### src/rtl/stack_seq_pkg.sv
// Shared encodings for the stack-machine sequencer: opcodes, trap codes,
// FSM states, decode classes and the ALU operation range.
package stack_seq_pkg;

  localparam logic [5:0] OP_NOP       = 6'd0;
  localparam logic [5:0] OP_PUSH      = 6'd1;
  localparam logic [5:0] OP_POP       = 6'd2;
  localparam logic [5:0] OP_ALU_FIRST = 6'd3;
  localparam logic [5:0] OP_ALU_LAST  = 6'd8;

  localparam logic [1:0] ERR_NONE      = 2'd0;
  localparam logic [1:0] ERR_OVERFLOW  = 2'd1;
  localparam logic [1:0] ERR_UNDERFLOW = 2'd2;
  localparam logic [1:0] ERR_ILLEGAL   = 2'd3;

  // ALU op codes equal opcode[3:0] for opcodes 3..8; 0 means idle.
  localparam logic [3:0] ALU_IDLE  = 4'd0;
  localparam logic [3:0] ALU_FIRST = 4'd3;
  localparam logic [3:0] ALU_LAST  = 4'd8;

  typedef enum logic [2:0] {
    S_IDLE, S_PUSH, S_POP, S_RD_B, S_RD_A, S_EXEC, S_WB, S_ERR
  } state_t;

  typedef enum logic [2:0] {
    CLS_NOP, CLS_PUSH, CLS_POP, CLS_ALU, CLS_ILLEGAL
  } op_class_t;

endpackage

### src/rtl/stack_op_decode.sv
// Combinational opcode classifier: class, ALU op, minimum stack depth and
// whether the instruction needs a free stack slot.
module stack_op_decode
  import stack_seq_pkg::*;
(
  input  logic [5:0] opcode,
  output op_class_t  op_class,
  output logic [3:0] alu_op,
  output logic [1:0] min_depth,
  output logic       needs_space
);

  always_comb begin
    op_class    = CLS_ILLEGAL;
    alu_op      = ALU_IDLE;
    min_depth   = 2'd0;
    needs_space = 1'b0;
    if (opcode == OP_NOP) begin
      op_class = CLS_NOP;
    end else if (opcode == OP_PUSH) begin
      op_class    = CLS_PUSH;
      needs_space = 1'b1;
    end else if (opcode == OP_POP) begin
      op_class  = CLS_POP;
      min_depth = 2'd1;
    end else if (opcode >= OP_ALU_FIRST && opcode <= OP_ALU_LAST) begin
      // Two pops precede the write-back, so no free slot is needed.
      op_class  = CLS_ALU;
      alu_op    = opcode[3:0];
      min_depth = 2'd2;
    end
  end

endmodule

### src/rtl/stack_sequencer.sv
// Multi-cycle stack-machine sequencer with occupancy tracking and sticky traps.
// Define STACK_SEQ_ILLEGAL_TRAP_EN to trap opcodes 9..63 instead of treating them as NOP.
module stack_sequencer
  import stack_seq_pkg::*;
#(
  parameter int DATA_W = 16,
  parameter int DEPTH  = 8,
  parameter int CNT_W  = $clog2(DEPTH + 1)
) (
  input  logic              clock,
  input  logic              reset,
  input  logic              instr_valid,
  output logic              instr_ready,
  input  logic [5:0]        opcode,
  input  logic [DATA_W-1:0] imm,
  output logic              stk_push,
  output logic              stk_pop,
  output logic [DATA_W-1:0] stk_wdata,
  input  logic [DATA_W-1:0] stk_rdata,
  output logic [3:0]        alu_op,
  output logic [DATA_W-1:0] alu_a,
  output logic [DATA_W-1:0] alu_b,
  input  logic [DATA_W-1:0] alu_result,
  output logic [CNT_W-1:0]  depth,
  output logic              busy,
  output logic              error,
  output logic [1:0]        err_code
);

  state_t            state, state_d;
  logic [3:0]        op_q;
  logic [DATA_W-1:0] imm_q, a_q, b_q, r_q;
  logic [1:0]        trap_code;
  logic              accept;

  op_class_t  dec_class;
  logic [3:0] dec_alu_op;
  logic [1:0] dec_min_depth;
  logic       dec_needs_space;

  stack_op_decode u_dec (
    .opcode      (opcode),
    .op_class    (dec_class),
    .alu_op      (dec_alu_op),
    .min_depth   (dec_min_depth),
    .needs_space (dec_needs_space)
  );

  assign accept = instr_valid && instr_ready;

  always_comb begin
    state_d     = state;
    trap_code   = ERR_NONE;
    instr_ready = (state == S_IDLE);
    busy        = (state != S_IDLE) && (state != S_ERR);
    stk_push    = 1'b0;
    stk_pop     = 1'b0;
    stk_wdata   = '0;
    alu_op      = ALU_IDLE;
    alu_a       = '0;
    alu_b       = '0;
    case (state)
      S_IDLE: if (instr_valid) begin
        // Traps are judged against the depth seen at accept.
        if (dec_needs_space && depth >= CNT_W'(DEPTH)) begin
          state_d   = S_ERR;
          trap_code = ERR_OVERFLOW;
        end else if (depth < CNT_W'(dec_min_depth)) begin
          state_d   = S_ERR;
          trap_code = ERR_UNDERFLOW;
        end else begin
          case (dec_class)
            CLS_PUSH: state_d = S_PUSH;
            CLS_POP:  state_d = S_POP;
            CLS_ALU:  state_d = S_RD_B;
`ifdef STACK_SEQ_ILLEGAL_TRAP_EN
            CLS_ILLEGAL: begin
              state_d   = S_ERR;
              trap_code = ERR_ILLEGAL;
            end
`endif
            default:  state_d = S_IDLE;
          endcase
        end
      end
      S_PUSH: begin
        stk_push  = 1'b1;
        stk_wdata = imm_q;
        state_d   = S_IDLE;
      end
      S_POP: begin
        stk_pop = 1'b1;
        state_d = S_IDLE;
      end
      S_RD_B: begin
        stk_pop = 1'b1;
        state_d = S_RD_A;
      end
      S_RD_A: begin
        stk_pop = 1'b1;
        state_d = S_EXEC;
      end
      S_EXEC: begin
        alu_op  = op_q;
        alu_a   = a_q;
        alu_b   = b_q;
        state_d = S_WB;
      end
      S_WB: begin
        stk_push  = 1'b1;
        stk_wdata = r_q;
        state_d   = S_IDLE;
      end
      S_ERR:   state_d = S_ERR;
      default: state_d = S_IDLE;
    endcase
  end

  always_ff @(posedge clock) begin
    if (!reset) begin
      state    <= S_IDLE;
      depth    <= '0;
      error    <= 1'b0;
      err_code <= ERR_NONE;
      op_q     <= ALU_IDLE;
      imm_q    <= '0;
      a_q      <= '0;
      b_q      <= '0;
      r_q      <= '0;
    end else begin
      state <= state_d;
      if (accept) begin
        op_q  <= dec_alu_op;
        imm_q <= imm;
      end
      if (state == S_IDLE && state_d == S_ERR) begin
        error    <= 1'b1;
        err_code <= trap_code;
      end
      if (stk_push)     depth <= depth + CNT_W'(1);
      else if (stk_pop) depth <= depth - CNT_W'(1);
      if (state == S_RD_B) b_q <= stk_rdata;
      if (state == S_RD_A) a_q <= stk_rdata;
      if (state == S_EXEC) r_q <= alu_result;
    end
  end

endmodule

### config.mk
export PLATFORM = sky130hd
export DESIGN_NAME = stack_sequencer
export DESIGN_NICKNAME = d
export VERILOG_FILES = /design/src/rtl/stack_seq_pkg.sv /design/src/rtl/stack_op_decode.sv /design/src/rtl/stack_sequencer.sv
export SDC_FILE = /design/constraint.sdc
export NUM_CORES = 1
export LEC_CHECK = 0
export ABC_AREA = 1
export BUFFER_PORTS_ARGS = -buffer_cell sky130_fd_sc_hd__buf_2
export CORE_ASPECT_RATIO = 0.6
export CORE_UTILIZATION = 40
export DETAILED_ROUTE_END_ITERATION = 8
export HOLD_SLACK_MARGIN = 0.02
export PLACE_DENSITY = 0.66
export SYNTH_ARGS = -nofsm -noshare
export SYNTH_HDL_FRONTEND = slang
export SYNTH_HIERARCHICAL = 1
export SYNTH_SLANG_ARGS = --single-unit
export TNS_END_PERCENT = 10
### constraint.sdc
create_clock -name clock -period 1.55 [get_ports clock]
set_input_delay 0.31 -clock clock [delete_from_list [all_inputs] [get_ports clock]]
set_output_delay 0.31 -clock clock [all_outputs]
set_load 0.01 [all_outputs]
Word level (Yosys, flattened, before mapping) --
Index checks and enable logic that the tools add are counted.
Storage, ports and cells: register bits after elaboration 78, bits in latches 0, bits in writable memories 0, memory bits (read-only) 0, bits of input ports 57, output and inout port bits 63, logic and storage cells 72, memories 0
Operators by class: add/sub/neg operators 2, multiply operators 0, div/mod/pow operators 0, order comparisons 4, eq/ne operators 14, shifts and indexed selects 0, multiplexer cells 31, bitwise logic cells 0, reduce and logical (&&, ||, !) cells 12
Operator list (count):
- 16-bit two-way mux | 2
- 16-bit case mux with 2 select lines | 1
- 4-bit two-way mux | 7
- 3-bit two-way mux | 7
- 3-bit case mux with 6 select lines | 1
- 2-bit two-way mux | 8
- 3-bit equality test, second input constant | 5
- 3-bit by 2-bit equality test with 1-bit output, second input constant | 4
- 3-bit by 1-bit equality test with 1-bit output, second input constant | 2
- 6-bit by 1-bit equality test with 1-bit output, second input constant | 1
- 6-bit by 2-bit equality test with 1-bit output, second input constant | 1
- 6-bit by 2-bit >= comparator with 1-bit output, second input constant | 1
- 6-bit by 4-bit <= comparator with 1-bit output, second input constant | 1
- 6-bit zero test | 1
- 2-bit case mux with 3 select lines | 1
- 3-bit OR reduction | 2
- 1-bit logical AND | 5
- 4-bit by 1-bit adder with 4-bit output, second input constant | 1
- 4-bit >= comparator, second input constant | 1
- 4-bit by 2-bit less-than comparator with 1-bit output | 1
- 1-bit two-way mux | 4
- 4-bit by 1-bit subtractor with 4-bit output, second input constant | 1
- 3-bit zero test | 1
- 3-bit != test, second input constant | 1
- 3 further kinds | 3

Depth between registers and ports, before layout --
Gate-level depths: netlist (run 1).
depth after elaboration 14, mapped depth 14, mapped depth without buffers 14

Modules after synthesis --
Netlist (run 1), hierarchy kept.
By module, submodules not included:
- stack_sequencer | instances 1, cells each 452, area an instance 3434.5 sq um, sequential area each 1561.5 sq um
- stack_op_decode | instances 1, cells each 33, area an instance 155.1 sq um, sequential area each 0.0 sq um

Worst setup path after synthesis (run 1) --
Ideal clock, no wire load.
path kind register to register, from reg state[0], to reg depth[3], setup time 0.115 ns, data arrival time 1.613 ns, data required time 1.435 ns, setup slack -0.178 ns, stages on the path, launching flop included 13, path buffers 1, clock period less this slack 1.728 ns, cell sequence dfxtp_1 buf_6 inv_2 nand3_2 nand2_2 inv_2 ha_1 nand2_1 nand2_1 a21oi_1 nand2_1 a21oi_1 nor2_1
On the way: word-level cells in the longest chain between the ends 4, elaborated cells on any way between the ends 11, those cells by class eq/ne: 5; mux: 3; reduce/logical: 3
RTL lines:
- from (decl) | RTL line stack_sequencer.sv:30 | state_t state, state_d;
- from (signal assigned) | RTL line stack_sequencer.sv:131 | state <= state_d;
- 3-bit equality test or 3-bit by 1-bit equality test with 1-bit output (tied branches) | RTL line stack_sequencer.sv:62 | case (state)
- 2-bit OR reduction (no line) *
- 1-bit two-way mux * | RTL line stack_sequencer.sv:62
- via stk_push | RTL line stack_sequencer.sv:16 | output logic stk_push,
- 4-bit two-way mux or 2-bit nonzero test (tied branches)
- to (signal assigned) | RTL line stack_sequencer.sv:140 | if (stk_push) depth <= depth + CNT_W'(1);
- to (signal assigned) | RTL line stack_sequencer.sv:141 | else if (stk_pop) depth <= depth - CNT_W'(1);
- to (decl) | RTL line stack_sequencer.sv:24 | output logic [CNT_W-1:0] depth,
The timed path passes the listed nets; every way through them passes the cells marked *. A chain may end at the register's enable or synchronous reset.

Final worst setup path (run 1) --
from reg state[2], to out stk_wdata[15]
On the way: word-level cells in the longest chain between the ends 2, elaborated cells on any way between the ends 3, those cells by class eq/ne: 2; mux: 1
RTL lines:
- 3-bit equality test or 3-bit by 1-bit equality test with 1-bit output (tied branches) | RTL line stack_sequencer.sv:62
- 16-bit case mux with 2 select lines * | RTL line stack_sequencer.sv:62
- to (decl) | RTL line stack_sequencer.sv:18 | output logic [DATA_W-1:0] stk_wdata,
Every way passes the cells marked *; elsewhere a longest branch is shown, timed or not.

==> results of run 1 <==
[synthesized netlist by cell type]
cell and n:
clkinv_2 1, nand2_2 6, nand4_1 1, o21ai_0 43, o22ai_1 16, nand2_1 33
a31oi_1 1, dfxtp_1 78, nor2_1 46, nand3_1 10, a21oi_1 78, clkbuf_1 8
nand2_8 1, nand2_4 2, nand3_4 1, clkbuf_2 2, o211ai_1 2, xor2_1 1
o21ai_2 3, nor2_4 2, inv_1 92, ha_1 3, buf_2 11, inv_2 5
nand3_2 3, fa_1 1, clkinv_1 1, buf_6 8, nor2_8 1, nor2_2 2
o21ai_1 23
[state kept, by name, summed over array words and instances (netlist names)]
name      cells
err_code      2
a_q          16
b_q          16
imm_q        16
state         3
depth         4
op_q          4
r_q          16
error         1
[routing by layer]
metal	up-vias	GRT usage, %
met5	-	0
met2	96	30.0
li1	1829	-
met4	0	6.83
met1	1642	28.6
met3	6	6.53
[stage by stage]
step           setup slack, ns  hold WS, ns  instance area, um^2  std cells
2_1_floorplan          -0.0130        0.428                 3650        485
3_3_place_gp            -0.122        0.437                 4380        707
3_5_place_dp            -0.199        0.446                 4380        707
4_1_cts                 -0.198        0.230                 5040        736
5_1_grt                 -0.257        0.252                 5240        738
6_report                -0.203        0.239                 5240        738
[worst max-delay path, delay by kind of cell, from the launching register on]
kind	cells	cell delay, ns
buffers and inverters	4	0.54
flip-flops	1	0.35
AO/OA/AOI/OAI	1	0.14
AND/OR/NAND/NOR	1	0.07
[timing repair]
item	in CTS	in global routing
pin swaps	1	0
gates resized for setup	43	35
buffers inserted	10	1
gates cloned	4	1
endpoints found under the setup margin	59	84
[power by group]
part	switching, uW	internal, uW	leakage (uW)
Combinational	1630	1150	0.00151
Sequential	167	2430	0.000638
Clock	829	1410	0.000145
Total	2620	4990	0.00229
[cell type report]
| class | count | area share [%] |
|---|---|---|
| timing repair buffer | 155 | 21.3 |
| tap | 112 | 2.67 |
| multi-input combinational | 279 | 32.7 |
| sequential | 78 | 30.0 |
| inverter | 99 | 7.35 |
| clock buffer | 10 | 4.37 |
| clock inverter | 5 | 1.60 |
[worst min path at each step]
stage                                start                     end  slack, ns  depth (start not counted)
detailed placement     a_q[3]$_SDFFE_PN0P_     a_q[3]$_SDFFE_PN0P_       0.45                          2
finish                              imm[9]   imm_q[9]$_SDFFE_PN0P_       0.24                          3
floorplan           imm_q[14]$_SDFFE_PN0P_  imm_q[14]$_SDFFE_PN0P_       0.43                          2
CTS                                 imm[9]   imm_q[9]$_SDFFE_PN0P_       0.23                          3
global route                        imm[3]   imm_q[3]$_SDFFE_PN0P_       0.25                          3
global placement      r_q[15]$_SDFFE_PN0N_    r_q[15]$_SDFFE_PN0N_       0.44                          2
[kinds of logic (layout without fill, tap and decap cells)]
family                     count (synthesis)  after routing
adders and majority gates                  4              4
DFF                                       78             78
AOI/OAI and AO/OA                        166            166
and+or+nand+nor                          108            108
xor gates and xnor gates                   1              1
buffers and inverters                    128            269
==> flow_metrics.tcl, run 1 <==
set metrics [dict create \
    finish.utilization_pct 60.8 \
    final_nets 683 \
    boundaryPins 120 \
    wl_per_cell_um 13.2 \
    hold_violations 0 \
    status "finished with violations" \
    antenna_found_initial 0 \
    io_buffers 119 \
    maxSlewHeadroom_pct 68.1 \
    yosys-top-cells-area "dfxtp_1 43%, a21oi_1 11%, inv_1 9.6%" \
    drt-vias-per-instance 4.84 \
    setup_ws_ns -0.203 \
    criticalPathCategory "reg -> out" \
    wl_met3_um 509 \
    drt_first_pass_iters 4 \
    drt-met1-wl_mm 4.92 \
    clock-sinks 78 \
    muxShareOfSynthArea_pct 0 \
    clkLatencyLatePin_ns 0.33 \
    initial_core_util_pct 41.6 \
    yosysWarnings 6 \
    cts_hold_buf 0 \
    synth_xor_area_share_pct 0.244 \
    cp-end-kind "output pin" \
    multi_input_area_um2 1710 \
    grt_max_degree 47 \
    endpoint "stk_wdata[15]" \
    synth_top_family_by_area "compound AO/OA/AOI/OAI gates" \
    reg2reg_slack_ns -0.08 \
    topRoutingLayerUsed "met4" \
    cpPeakStageDelay_ns 0.35 \
    synth_fp_nets 546 \
    period_minus_slack_ns 1.75 \
    hold_class "in -> reg" \
    die_y_um 75.4 \
    first_global_vias 3065 \
    overflow 0 \
    layout_commonest_cell "buf_2" \
    cp-startpoint "state[2]$_SDFF_PN0_" \
    netlist_instances 485 \
    final_layout_size_suffix_gt1_share_pct 37.7 \
    critPathArrivalTime_ns 1.44 \
    final.setup_skew_ns 0.00730 \
    setup_viol 58 \
    drc 0 \
    netlist_area_um2 3590 \
    tritoncts "done" \
    grt_usage_pct 20.5 \
    wirelength_mm 9.72 \
    place_hpwl_mm 6.32 \
    core-area_um2 8620 \
    crit_chain "buf_4 > inv_4 > nand3_4 > buf_6 > o22ai_1 > buf_2" \
    layout_common_cells "106 x buf_2, 92 x inv_1, 77 x a21oi_1, 75 x dfxtp_1, 42 x o21ai_0" \
    cp_slowest_cell "dfxtp_4" \
    crit-reg2reg-launch "state[2]$_SDFF_PN0_" \
    drt_iter0_drc 194 \
    cp-start-kind "flip-flop" \
    cp_max_fo 16 \
    grt_pass1_wl_mm 15.0 \
    ys_seq_area_share_pct 43.5 \
    fin_tns_setup_ns -9.46 \
    synth_seq_cells 78 \
    max_cap_violations 0 \
    area_growth_pct 46.0 \
    r2r-end "depth[3]$_SDFFE_PN0P_" \
    place.gp.congestion 0.858 \
    p_leak_uw 0.00229 \
    diodes 0 \
    cts_made_buffers 9 \
    syn_avg_cell_area_um2 7.40 \
    synth_top_area_share_pct 43.5 \
    yosysTopAreaCell "dfxtp_1" \
    clock_path_buffers 2 \
    worst_pin_slew_ns 0.477 \
    yosys.area_share.simple_pct 14.9 \
    ant_nets 0 \
    clkTransAtPathRegs_ns 0.06 \
    vias 3573 \
    synth_cell_types 31 \
    rows 26 \
    root_buffer "clkbuf_16" \
    route.met2.wl_mm 4.22 \
    n_fill_cell 746 \
    synth_compound_area_share_pct 24.2 \
    maxSlewViolCount 0 \
    powerDensity_nw_per_um2 1450 \
    die_w_um 124 \
    seqCellArea_um2 1570 \
    cts_max_level 3 \
    synth_adder_area_share_pct 1.60 \
    p_total_uw 7610 \
    ff2ff_path_depth 13 \
    violations "setup timing" \
    irDropWorstVdd_uv 664 \
    fmax_mhz 570 \
    finalCritPeriodShare_pct 113 \
    rsz0062_at_grt "true" \
    worstPathRequired_ns 1.24 \
    die-area_um2 9370 \
]
Power figures use the tool's default switching activity.
==> inputs of run 2 (changes only) <==
--- a/config.mk
+++ b/config.mk
@@ -5,7 +5,7 @@
 export SDC_FILE = /design/constraint.sdc
 export NUM_CORES = 1
 export LEC_CHECK = 0
-export ABC_AREA = 1
+export ABC_AREA = 0
 export BUFFER_PORTS_ARGS = -buffer_cell sky130_fd_sc_hd__buf_2
 export CORE_ASPECT_RATIO = 0.6
 export CORE_UTILIZATION = 40
==> flow_metrics.tcl, run 2 <==
set metrics [dict create \
    diodes 0 \
    final_layout_size_suffix_gt1_share_pct 37.8 \
    grt_pass1_wl_mm 16.9 \
    layout_common_cells "140 x nand2_1, 93 x buf_2, 75 x dfxtp_1, 61 x a21boi_0, 37 x buf_6" \
    route.met2.wl_mm 4.57 \
    powerDensity_nw_per_um2 1170 \
    wirelength_mm 10.5 \
    cts_made_buffers 9 \
    die_w_um 126 \
    maxSlewViolCount 0 \
    drc 0 \
    overflow 0 \
    area_growth_pct 46.2 \
    boundaryPins 120 \
    status "finished with violations" \
    place.gp.congestion 0.818 \
    ant_nets 0 \
    io_buffers 119 \
    clkTransAtPathRegs_ns 0.06 \
    initial_core_util_pct 42.1 \
    worstPathRequired_ns 1.82 \
    vias 3523 \
    maxSlewHeadroom_pct 70.2 \
    ys_top_cells_by_count "141 x nand2_1, 78 x dfxtp_1, 63 x a21boi_0, 37 x and2_1, 16 x a22o_1" \
    max_cap_violations 0 \
    synth_fp_nets 505 \
    worst_pin_slew_ns 0.445 \
    clock_path_buffers 2 \
    netlist_instances 444 \
    synth_seq_cells 78 \
    clock-sinks 78 \
    rsz0062_at_grt "true" \
    hold_class "in -> reg" \
    root_buffer "clkbuf_16" \
    drt-met1-wl_mm 5.36 \
    p_int_uw 4440 \
    finalCritPeriodShare_pct 123 \
    whs_path_depth 3 \
    synth_top_area_share_pct 42.5 \
    core-area_um2 8720 \
    wl_met3_um 498 \
    ff2ff_path_depth 7 \
    layout_commonest_cell "nand2_1" \
    yosysWarnings 6 \
    topRoutingLayerUsed "met4" \
    cp_max_fo 5 \
    rows 26 \
    yosys-top-cells-area "dfxtp_1 42%, nand2_1 14%, a21boi_0 13%" \
    die_y_um 76.2 \
    tritoncts "done" \
    synthFlopType "dfxtp_1" \
    syn_avg_cell_area_um2 8.28 \
    p_sw_uw 1860 \
    finish.utilization_pct 61.6 \
    violations "setup timing" \
    place_hpwl_mm 6.99 \
    cp-end-kind "flip-flop" \
    synth_most_common_cell "nand2_1" \
    synth_cell_types 42 \
    final.setup_skew_ns 0.00491 \
    drt_iter0_drc 192 \
    seq_power_share_pct 37.6 \
    antenna_found_initial 0 \
    die-area_um2 9590 \
    final_nets 649 \
    yosysTopAreaCell "dfxtp_1" \
    wl_per_cell_um 14.9 \
    ys_async_sr_fraction_pct 0 \
    clkPwrFrac_pct 35.3 \
    swShare_pct 29.5 \
    hold_violations 0 \
    cp-start-kind "input port" \
    synth_edf_count 0 \
    drt-vias-per-instance 5.00 \
    irDropWorstVdd_uv 525 \
    first_global_vias 3363 \
    critPathArrivalTime_ns 2.17 \
    clkLatencyLatePin_ns 0.33 \
    setup_ws_ns -0.350 \
    setup_viol 65 \
    grt_usage_pct 22.3 \
    period_minus_slack_ns 1.90 \
    fin_hold_ws_ns 0.219 \
    grt_max_degree 81 \
    criticalPathCategory "in -> reg" \
    drt_first_pass_iters 4 \
    netlist_area_um2 3670 \
    ys_seq_area_share_pct 42.5 \
    power_frac_comb_pct 27.1 \
    p_leak_uw 0.00235 \
    fmax_mhz 526 \
    cts_max_level 3 \
]
[run 2: metrics by stage]
step	setup slack [ns]	setup TNS, ns	power, uW	area [um^2]	instances
6_report	-0.350	-15.38	6300	5370	705
5_1_grt	-0.388	-20.33	6600	5370	705
4_1_cts	-0.358	-17.59	6250	5180	703
3_5_place_dp	-0.715	-6.35	3930	4560	677
3_3_place_gp	-0.697	-5.75	3890	4560	677
2_1_floorplan	-0.497	-3.54	3300	3680	444
[run 2: layout make-up]
| class | instances | area [um^2] |
|---|---|---|
| sequential | 78 | 1570 |
| inverter | 4 | 15.0 |
| clock buffer | 9 | 225 |
| clock inverter | 7 | 88.8 |
| tap | 112 | 140 |
| timing repair buffer | 162 | 1270 |
| fill | 788 | 3350 |
| multi-input combinational | 333 | 2060 |
[run 2: metal layers]
| metal | vias to the layer above | track usage, % |
|---|---|---|
| li1 | 1763 | - |
| met1 | 1672 | 31.7 |
| met2 | 83 | 33.7 |
| met3 | 5 | 5.90 |
| met4 | 0 | 5.42 |
| met5 | - | 0 |
[run 2: what timing repair did]
item / CTS / global route
pin swaps: 14 / 34
resized for setup: 42 / 43
hold buffers: 0 / 0
setup buffers: 7 / 2
gates cloned: 3 / 2
endpoints found under the setup margin: 65 / 88
[run 2: power groups by stage]
stage / Clock, uW / Sequential [uW] / Combinational [uW]
global placement: 0 / 2390 / 1500
global route: 2350 / 2390 / 1860
CTS: 2260 / 2360 / 1630
floorplan: 0 / 2390 / 914
detailed placement: 0 / 2390 / 1540
finish: 2220 / 2370 / 1710
[run 2: kinds of logic (layout without fill, tap and decap cells)]
logic type                 count (synthesis)  after routing  synth area share, %
and+or+nand+nor                          216            216                 27.9
AOI/OAI and AO/OA                        107            107                 22.0
adders and majority gates                  4              4                 1.57
buffers and inverters                     33            182                 4.53
muxes                                      4              4                 1.09
DFF                                       78             78                 42.5
xor gates and xnor gates                   2              2                0.477
[run 2: critical path, stage by stage]
cell and delay, ns:
buf_6 0.09, or4b_4 0.54, o2bb2ai_2 0.12, inv_1 0.05, ha_1 0.26, a2111o_1 0.44
a21oi_2 0.19, o21a_1 0.15
[run 2: worst paths after layout]
| kind | from | to | slack [ns] |
|---|---|---|---|
| worst max-delay path | opcode[2] | state[2]$_SDFF_PN0_ | -0.35 |
| worst min-delay path | alu_result[15] | r_q[15]$_SDFFE_PN0N_ | 0.22 |
| worst min register to register | r_q[15]$_SDFFE_PN0N_ | r_q[15]$_SDFFE_PN0N_ | 0.45 |
| worst max register to register | state[0]$_SDFF_PN0_ | depth[3]$_SDFFE_PN0P_ | -0.29 |
==> inputs of run 3 (changes only) <==
--- a/config.mk
+++ b/config.mk
@@ -7,11 +7,10 @@
 export LEC_CHECK = 0
 export ABC_AREA = 0
 export BUFFER_PORTS_ARGS = -buffer_cell sky130_fd_sc_hd__buf_2
-export CORE_ASPECT_RATIO = 0.6
 export CORE_UTILIZATION = 40
 export DETAILED_ROUTE_END_ITERATION = 8
 export HOLD_SLACK_MARGIN = 0.02
-export PLACE_DENSITY = 0.66
+export PLACE_DENSITY = 0.64
 export SYNTH_ARGS = -nofsm -noshare
 export SYNTH_HDL_FRONTEND = slang
 export SYNTH_HIERARCHICAL = 1
==> flow_metrics.tcl, run 3 (same netlist as run 2, synthesis figures left out) <==
set metrics [dict create \
    status "finished with violations" \
    violations "DRC, setup timing" \
    power_frac_comb_pct 27.1 \
    powerDensity_nw_per_um2 1150 \
    boundaryPins 120 \
    clock-sinks 78 \
    max_cap_violations 0 \
    cpPeakStageDelay_ns 0.54 \
    met2_usage_pct 34.0 \
    dp_worst_setup_slack_ns -0.696 \
    cp_max_fo 5 \
    cts_hold_buf 0 \
    setup_viol 64 \
    first_global_vias 3382 \
    die_y_um 97.9 \
    p_int_uw 4120 \
    drt-vias-per-instance 4.86 \
    worst_pin_slew_ns 0.375 \
    grt_usage_pct 19.8 \
    layout_common_cells "139 x nand2_1, 106 x buf_2, 75 x dfxtp_1, 63 x a21boi_0, 25 x and2_1" \
    critPathArrivalTime_ns 2.15 \
    clock_path_buffers 2 \
    fmax_mhz 531 \
    final_layout_size_suffix_gt1_share_pct 35.2 \
    rows 34 \
    overflow 0 \
    worstPathRequired_ns 1.82 \
    clkTransAtPathRegs_ns 0.09 \
    crit_chain "buf_6 > or4b_4 > o2bb2ai_2 > inv_1 > ha_1 > a2111o_1 > a21oi_2 > o21a_1" \
    final_nets 644 \
    placed_cells 674 \
    met3_usage_pct 4.44 \
    maxSlewViolCount 0 \
    setup_ws_ns -0.332 \
    seq_power_share_pct 40.3 \
    vias 3383 \
    cts_max_level 3 \
    diodes 0 \
    drt_first_pass_iters 6 \
    wl_per_cell_um 13.2 \
    io_buffers 119 \
    n_fill_cell 819 \
    busiest_layer "met2" \
    finalCritPeriodShare_pct 121 \
    irDropWorstVdd_uv 789 \
    antenna_found_initial 0 \
    grt_pass1_wl_mm 15.4 \
    maxSlewHeadroom_pct 75.0 \
    wirelength_mm 9.22 \
    clkLatencyLatePin_ns 0.34 \
    cp.buffers_inverters 2 \
    area_growth_pct 38.8 \
    place_hpwl_mm 6.40 \
    cp_slowest_cell "or4b_4" \
    core-area_um2 8810 \
    drt_iter0_drc 119 \
    cp-start-kind "input port" \
    rsz0062_at_grt "true" \
    finalNonFillerCells 696 \
    drc 16 \
    grt_max_degree 49 \
    cts_made_buffers 9 \
    tritoncts "done" \
    use_met1_pct 25.5 \
    ant_nets 0 \
    cp-end-kind "flip-flop" \
    p_leak_uw 0.00225 \
    p_sw_uw 1730 \
    criticalPathCategory "in -> reg" \
    path_delay_family "compound AO/OA/AOI/OAI gates" \
    hold_violations 0 \
    layout_commonest_cell "nand2_1" \
    place.gp.congestion 0.758 \
    period_minus_slack_ns 1.88 \
    die-area_um2 9570 \
    root_buffer "clkbuf_8" \
    die_w_um 97.9 \
    initial_core_util_pct 41.7 \
    hold_class "in -> reg" \
    final.setup_skew_ns 0.0102 \
    swShare_pct 29.6 \
    clkPwrFrac_pct 32.6 \
]
==> run 3: worst reg2reg max path: stages (launching register included) <==
cell	delay (ns)
dfxtp_4	0.37
and3b_1	0.21
nor2_2	0.16
ha_1	0.26
a21o_1	0.19
a21oi_2	0.14
mux2i_1	0.22
mux2i_1	0.20
==> run 3: path summary, 6_finish.rpt <==
kind	start	end	slack, ns	cells past startpoint
worst max register to register	state[2]$_SDFF_PN0_	depth[3]$_SDFFE_PN0P_	-0.26	7
worst min register to register	r_q[14]$_SDFFE_PN0N_	r_q[14]$_SDFFE_PN0N_	0.46	2
worst max-delay path	opcode[2]	state[2]$_SDFF_PN0_	-0.33	8
worst min-delay path	alu_result[8]	r_q[8]$_SDFFE_PN0N_	0.20	3
==> run 3: timing repair <==
item	CTS	global route
pin swaps	9	11
cloned	1	1
gates resized for setup	30	18
buffers inserted	3	2
endpoints found under the setup margin	68	73
==> run 3: final cells by class <==
type	count	area (um^2)	area share, %
multi-input combinational	333	2020	39.7
sequential	78	1570	30.7
timing repair buffer	157	1110	21.7
clock buffer	10	138	2.70
tap	108	135	2.65
clock inverter	6	116	2.28
inverter	4	15.0	0.294
==> run 3: stage by stage <==
stage | setup TNS [ns] | hold slack [ns] | instance area [um^2] | utilization [%] | total power [uW]
floorplan | -3.54 | 0.430 | 3680 | - | 3300
global placement | -4.27 | 0.437 | 4580 | 52.0 | 3870
detailed placement | -4.44 | 0.443 | 4580 | 52.0 | 3890
CTS | -17.42 | 0.183 | 5020 | 57.0 | 5880
global route | -19.08 | 0.189 | 5100 | 57.9 | 6190
finish | -13.70 | 0.198 | 5100 | 57.9 | 5850
==> run 3: per-layer routing <==
layer  routed length, um  share of wire [%]
met1                4230                 46
met2                4420                 48
met3                 497                5.4
met4                  64               0.69
met5                   0                  0
==> run 3: power groups by stage <==
stage                     sequential, uW  combinational, uW  clock (uW)
after CTS                           2360               1570        1940
after global routing                2390               1770        2030
final                               2360               1590        1910
after global placement              2400               1470           0
after detailed placement            2400               1490           0
after floorplan                     2390                914           0
